**src/rtl/delivery_pkg.sv**
```systemverilog
// Shared encodings and widths for the delivery game round controller.
package delivery_pkg;

    localparam int unsigned PATTERN_W  = 4;
    localparam int unsigned ADDR_W     = 4;
    localparam int unsigned MAX_ROUNDS = 16;
    localparam int unsigned SCORE_W    = 5;
    localparam int unsigned LIVES_W    = 2;
    localparam int unsigned TIMER_W    = 8;

    typedef enum logic [2:0] {
        ST_IDLE       = 3'd0,
        ST_FETCH      = 3'd1,
        ST_LOAD       = 3'd2,
        ST_WAIT_INPUT = 3'd3,
        ST_JUDGE      = 3'd4,
        ST_RELEASE    = 3'd5,
        ST_WIN        = 3'd6,
        ST_LOSE       = 3'd7
    } state_t;

endpackage

```
**src/rtl/delivery_round_timer.sv**
```systemverilog
// Per-round tick counter; expire_c flags the tick that exhausts the round budget.
// Only instantiated when DELIVERY_SEQ_TIMEOUT_EN is defined.
module delivery_round_timer
    import delivery_pkg::*;
#(
    parameter int unsigned TIMEOUT_TICKS = 8
) (
    input  logic clock,
    input  logic reset_n,
    input  logic clear,
    input  logic enable,
    input  logic tick,
    output logic expire_c
);

    logic [TIMER_W-1:0] count;

    assign expire_c = enable && tick && (count == TIMER_W'(TIMEOUT_TICKS - 1));

    always_ff @(posedge clock or negedge reset_n) begin
        if (!reset_n) begin
            count <= '0;
        end else if (clear) begin
            count <= '0;
        end else if (enable && tick) begin
            count <= count + TIMER_W'(1);
        end
    end

endmodule

```
**src/rtl/delivery_sequencer.sv**
```systemverilog
// Round controller: fetches each target pattern, judges the answer or timeout, tracks score/lives.
// Round timer built only when DELIVERY_SEQ_TIMEOUT_EN is defined.
module delivery_sequencer
    import delivery_pkg::*;
#(
    parameter int unsigned TIMEOUT_TICKS = 8,
    parameter int unsigned LIVES         = 3,
    parameter int unsigned ROUNDS        = 16
) (
    input  logic                 clock,
    input  logic                 reset_n,
    input  logic                 start,
    input  logic [PATTERN_W-1:0] buttons,
    input  logic                 tick,
    input  logic [PATTERN_W-1:0] rom_data,
    output logic [ADDR_W-1:0]    rom_address,
    output logic [PATTERN_W-1:0] target,
    output logic                 target_valid,
    output logic                 hit,
    output logic                 miss,
    output logic [SCORE_W-1:0]   score,
    output logic [LIVES_W-1:0]   lives,
    output logic                 win,
    output logic                 lose
);

    localparam logic [ADDR_W-1:0]  LAST_INDEX = ADDR_W'(ROUNDS - 1);
    localparam logic [LIVES_W-1:0] LIVES_INIT = LIVES_W'(LIVES);
    localparam logic [SCORE_W-1:0] SCORE_MAX  = SCORE_W'(MAX_ROUNDS);

    state_t                 state;
    state_t                 state_next;
    logic [ADDR_W-1:0]      index_next;
    logic [PATTERN_W-1:0]   target_next;
    logic [SCORE_W-1:0]     score_next;
    logic [LIVES_W-1:0]     lives_next;
    logic                   correct;
    logic                   correct_next;
    logic                   hit_next;
    logic                   miss_next;
    logic                   answer_c;
    logic                   expire_c;

    assign answer_c = (buttons != '0);

`ifdef DELIVERY_SEQ_TIMEOUT_EN
    logic timer_clear_c;
    logic timer_enable_c;

    // Timer runs only while waiting with no answer, so an answer always beats a timeout
    assign timer_clear_c  = (state == ST_LOAD);
    assign timer_enable_c = (state == ST_WAIT_INPUT) && !answer_c;

    delivery_round_timer #(
        .TIMEOUT_TICKS (TIMEOUT_TICKS)
    ) u_round_timer (
        .clock    (clock),
        .reset_n  (reset_n),
        .clear    (timer_clear_c),
        .enable   (timer_enable_c),
        .tick     (tick),
        .expire_c (expire_c)
    );
`else
    logic unused_timer;

    assign unused_timer = &{1'b0, tick, TIMER_W'(TIMEOUT_TICKS)};
    assign expire_c     = 1'b0;
`endif

    // Next-state and next-output logic
    always_comb begin
        state_next   = state;
        index_next   = rom_address;
        target_next  = '0;
        score_next   = score;
        lives_next   = lives;
        correct_next = correct;
        hit_next     = 1'b0;
        miss_next    = 1'b0;

        case (state)
            ST_IDLE: begin
                index_next = '0;
                score_next = '0;
                lives_next = LIVES_INIT;
                if (start) begin
                    state_next = ST_FETCH;
                end
            end
            ST_FETCH: begin
                state_next = ST_LOAD;
            end
            ST_LOAD: begin
                target_next = rom_data;
                state_next  = ST_WAIT_INPUT;
            end
            ST_WAIT_INPUT: begin
                if (answer_c) begin
                    correct_next = (buttons == target);
                    state_next   = ST_JUDGE;
                end else if (expire_c) begin
                    correct_next = 1'b0;
                    state_next   = ST_JUDGE;
                end else begin
                    target_next = target;
                end
            end
            ST_JUDGE: begin
                if (correct) begin
                    hit_next = 1'b1;
                    if (score != SCORE_MAX) begin
                        score_next = score + SCORE_W'(1);
                    end
                end else begin
                    miss_next = 1'b1;
                    if (lives != '0) begin
                        lives_next = lives - LIVES_W'(1);
                    end
                end
                if (lives_next == '0) begin
                    state_next = ST_LOSE;
                end else if (rom_address == LAST_INDEX) begin
                    state_next = ST_WIN;
                end else begin
                    state_next = ST_RELEASE;
                end
            end
            ST_RELEASE: begin
                // A held answer must be let go before the next round can begin
                if (!answer_c) begin
                    index_next = rom_address + ADDR_W'(1);
                    state_next = ST_FETCH;
                end
            end
            ST_WIN, ST_LOSE: begin
                if (start) begin
                    index_next = '0;
                    score_next = '0;
                    lives_next = LIVES_INIT;
                    state_next = ST_FETCH;
                end
            end
            default: begin
                state_next = ST_IDLE;
            end
        endcase
    end

    // State and registered outputs
    always_ff @(posedge clock or negedge reset_n) begin
        if (!reset_n) begin
            state        <= ST_IDLE;
            rom_address  <= '0;
            target       <= '0;
            target_valid <= 1'b0;
            hit          <= 1'b0;
            miss         <= 1'b0;
            score        <= '0;
            lives        <= LIVES_INIT;
            win          <= 1'b0;
            lose         <= 1'b0;
            correct      <= 1'b0;
        end else begin
            state        <= state_next;
            rom_address  <= index_next;
            target       <= target_next;
            target_valid <= (state_next == ST_WAIT_INPUT);
            hit          <= hit_next;
            miss         <= miss_next;
            score        <= score_next;
            lives        <= lives_next;
            win          <= (state_next == ST_WIN);
            lose         <= (state_next == ST_LOSE);
            correct      <= correct_next;
        end
    end

endmodule

```
**config.mk**
```make
export PLATFORM = sky130hd
export DESIGN_NAME = delivery_sequencer
export DESIGN_NICKNAME = d
export VERILOG_FILES = /design/src/rtl/delivery_pkg.sv /design/src/rtl/delivery_round_timer.sv /design/src/rtl/delivery_sequencer.sv
export SDC_FILE = /design/constraint.sdc
export NUM_CORES = 1
export LEC_CHECK = 0
export ABC_AREA = 0
export BUFFER_PORTS_ARGS = -buffer_cell sky130_fd_sc_hd__buf_2
export CAP_MARGIN = 0
export CELL_PAD_IN_SITES_DETAIL_PLACEMENT = 1
export CELL_PAD_IN_SITES_GLOBAL_PLACEMENT = 1
export CORE_UTILIZATION = 42
export DETAILED_ROUTE_END_ITERATION = 16
export PLACE_DENSITY = 0.87
export SETUP_SLACK_MARGIN = 0.5
export SLEW_MARGIN = 40
export SYNTH_ARGS = -nofsm -noshare
export SYNTH_HDL_FRONTEND = slang
export SYNTH_SLANG_ARGS = --single-unit
```
**constraint.sdc**
```tcl
create_clock -name clock -period 4.12 [get_ports clock]
set_input_delay 0.824 -clock clock [delete_from_list [all_inputs] [get_ports clock]]
set_output_delay 0.824 -clock clock [all_outputs]
set_load 0.1 [all_outputs]
```
==> results.yml <==
outcome:
  status: "completed"
worst_setup_path:
  critical-path-max-stage-delay_ns: 0.59
  path_cells: "buf_2"
  cp_slowest_cell: "dfstp_2"
  arrival_ns: 1.34
  cp_num_buf_inv: 1
  crit_path_max_fanout: 5
  startpoint_type: "flop"
  cp-end-kind: "output port"
  critical_path_class: "reg -> out"
  crit_family: "flip-flops"
  crit_required_ns: 3.30
floorplan:
  ios: 32
  initial_utilization: 0.4465
  die_x_um: 56.14
  rows: 19
  die_h_um: 56.14
  die-area_um2: 3152
  core_area_um2: 2758
clock_network:
  post_cts.repair.setup_buffers: 0
  h-tree-depth: 1
  clockRootBuffer: "clkbuf_4"
  cts_tree: "yes"
  numCtsBuffers: 3
  clock_latency_ns: 0.31
  cts.repair.resized: 0
  cts.reportedPaths.clkPinSlew_ns: 0.12
  cts_buffer_depth: 2
  cts_hold_buf: 0
  cts.sinks: 24
place:
  port_buffers: 30
  hpwl_um: 2153
  gp_congestion: 0.7368
flow_run:
  cap_viol_max_count: 0
detailed_routing:
  post_drt_via_cell_ratio: 5.703
  routedWlPerCell_um: 15.80
  vias: 1038
  drtIter0Drc: 19
  drcViolationCount: 0
  wl_um: 2875
  drt_pre_antenna_iters: 4
  ant_nets: 0
timing:
  rsz0062_at_grt: "no"
  fmax_ghz: 0.4623
  slew_headroom: 0.5535
  worst_pin_slew_ns: 0.6642
  period_minus_slack_ns: 2.163
  slew_viol_final: 0
  finalSetupViolCount: 0
  min_period_over_period: 0.5251
  finalHoldViolations: 0
  fin_tns_setup_ns: 0
  skew_ns: 0.005606
synthesis:
  synthCells: 124
  syn_area_um2: 1231
  avgSynthCellArea_um2: 9.929
  synth.distinct_cells: 41
  synth_enable_flop_cells: 0
  ys.flop_type: "dfrtp_1"
  yosysWarningCount: 0
  synth-seq-area-share: 0.4898
  ys_ff_latch: 24
  async_reset_ff_frac: 1.000
  syn_nets: 139
global_routing:
  antenna_found_initial: 0
  grt_pass1_vias: 1029
  grt_max_degree: 25
  overflow: 0
  grt_pass1_wl_um: 4878
  track_usage: 0.1994
power_and_ir_drop:
  p_per_area_nw_per_um2: 726.2
  leakage_uw: 0.0007110
  vdd_drop_max_uv: 456.7
cells_and_area:
  utilization: 0.5145
  num_antenna_cells: 0
  area_growth_pct: 15.24
  finalNetCount: 168
  nFillCells: 326
  drive_above_1_share: 0.2715
min_path:
  min_path_type: "in -> async"
-- logic make-up after synthesis --
| logic type | Yosys count | synth area share |
|---|---|---|
| compound gates | 24 | 0.1311 |
| buf+inv | 10 | 0.03150 |
| xor+xnor | 8 | 0.05691 |
| simple gates | 53 | 0.2419 |
| flops | 24 | 0.4898 |
| fa+ha+maj | 3 | 0.03049 |
| mux | 2 | 0.01829 |
-- where the power goes --
group | internal, uW | total, uW | switching [uW]
Sequential | 294 | 394 | 99.7
Combinational | 134 | 536 | 403
Clock | 34.2 | 99.8 | 65.6
-- per-layer routing --
layer | GRT usage | share of wire | routed length [um] | vias to the layer above
met5 | 0 | 0 | 0 | -
met4 | 0.06272 | 0.014 | 39 | 0
met3 | 0.02093 | 0.029 | 82 | 5
met2 | 0.3537 | 0.53 | 1526 | 17
met1 | 0.2541 | 0.43 | 1226 | 524
li1 | - | - | - | 492
-- path summary, 6_finish.rpt --
| path | startpoint | endpoint | slack (ns) | cells after the start |
|---|---|---|---|---|
| max reg2reg | state[2]$_DFF_PN0_ | rom_address[0]$_DFFE_PN0P_ | 2.23 | 4 |
| min | reset_n | lose$_DFF_PN0_ | 0.47 | 1 |
| min in group clock | lives[1]$_DFFE_PN1P_ | lives[1]$_DFFE_PN1P_ | 0.55 | 2 |
| min reg2reg | lives[1]$_DFFE_PN1P_ | lives[1]$_DFFE_PN1P_ | 0.55 | 2 |
| max | lives[0]$_DFFE_PN1P_ | lives[0] | 1.96 | 1 |
| max in group asynchronous | reset_n | lives[1]$_DFFE_PN1P_ | 3.28 | 1 |
-- registers in the layout (all words and copies together), names as in the netlist, 2 cells and up --
register / count
lives: 2
score: 5
state: 3
rom_address: 4
target: 4
-- cells in the final DEF (no fill, tap or decap), drive strengths merged, types with 2 or more instances in the layout --
cell / Yosys / routed
buf: 1 / 30
dfrtp: 22 / 22
nor2: 11 / 11
a21oi: 9 / 9
nand2: 8 / 8
nand2b: 7 / 7
xor2: 6 / 6
nand3: 5 / 5
inv: 4 / 4
nor3: 4 / 4
nand4: 3 / 3
ha: 3 / 3
clkbuf: 5 / 3
o21ai: 3 / 3
nor4: 3 / 3
a31oi: 2 / 2
nand3b: 2 / 2
mux2: 2 / 2
a22o: 2 / 2
xnor2: 2 / 2
dfstp: 2 / 2
and3: 2 / 2
-- Yosys cell counts, types with 2 or more instances --
master     n  area (um^2)
a21oi_1    9        45.04
a22o_1     2        17.52
a31oi_1    2        12.51
clkbuf_1   5        18.77
dfrtp_1   22        550.5
dfstp_2    2        52.55
ha_1       3        37.54
inv_1      4        15.01
mux2_2     2        22.52
nand2_1    8        30.03
nand2b_1   7        43.79
nand3_1    5        25.02
nand3b_1   2        15.01
nand4_1    3        18.77
nor2_1    11        41.29
nor3_1     4        20.02
nor4_1     2        12.51
o21ai_0    2        10.01
xnor2_1    2        17.52
xor2_1     6        52.55
-- area by class of cell --
class | instances | area (um^2) | share of cell area
clock buffer | 3 | 22.52 | 0.01587
sequential | 24 | 603.1 | 0.4250
timing repair buffer | 30 | 150.1 | 0.1058
tap | 31 | 38.79 | 0.02734
multi-input combinational | 90 | 589.3 | 0.4153
inverter | 4 | 15.01 | 0.01058
-- through the flow --
step | std cells | instance area, um^2 | setup WS [ns] | hold WS (ns) | total power, uW
after floorplan | 124 | 1231 | 2.059 | 0.5284 | 833.4
after global placement | 179 | 1396 | 1.881 | 0.5297 | 913.5
after detailed placement | 179 | 1396 | 1.840 | 0.5363 | 936.9
after CTS | 182 | 1419 | 1.962 | 0.4935 | 1039
after global routing | 182 | 1419 | 1.910 | 0.5092 | 1089
final | 182 | 1419 | 1.957 | 0.4723 | 1030
(Power assumes the default switching activity.)
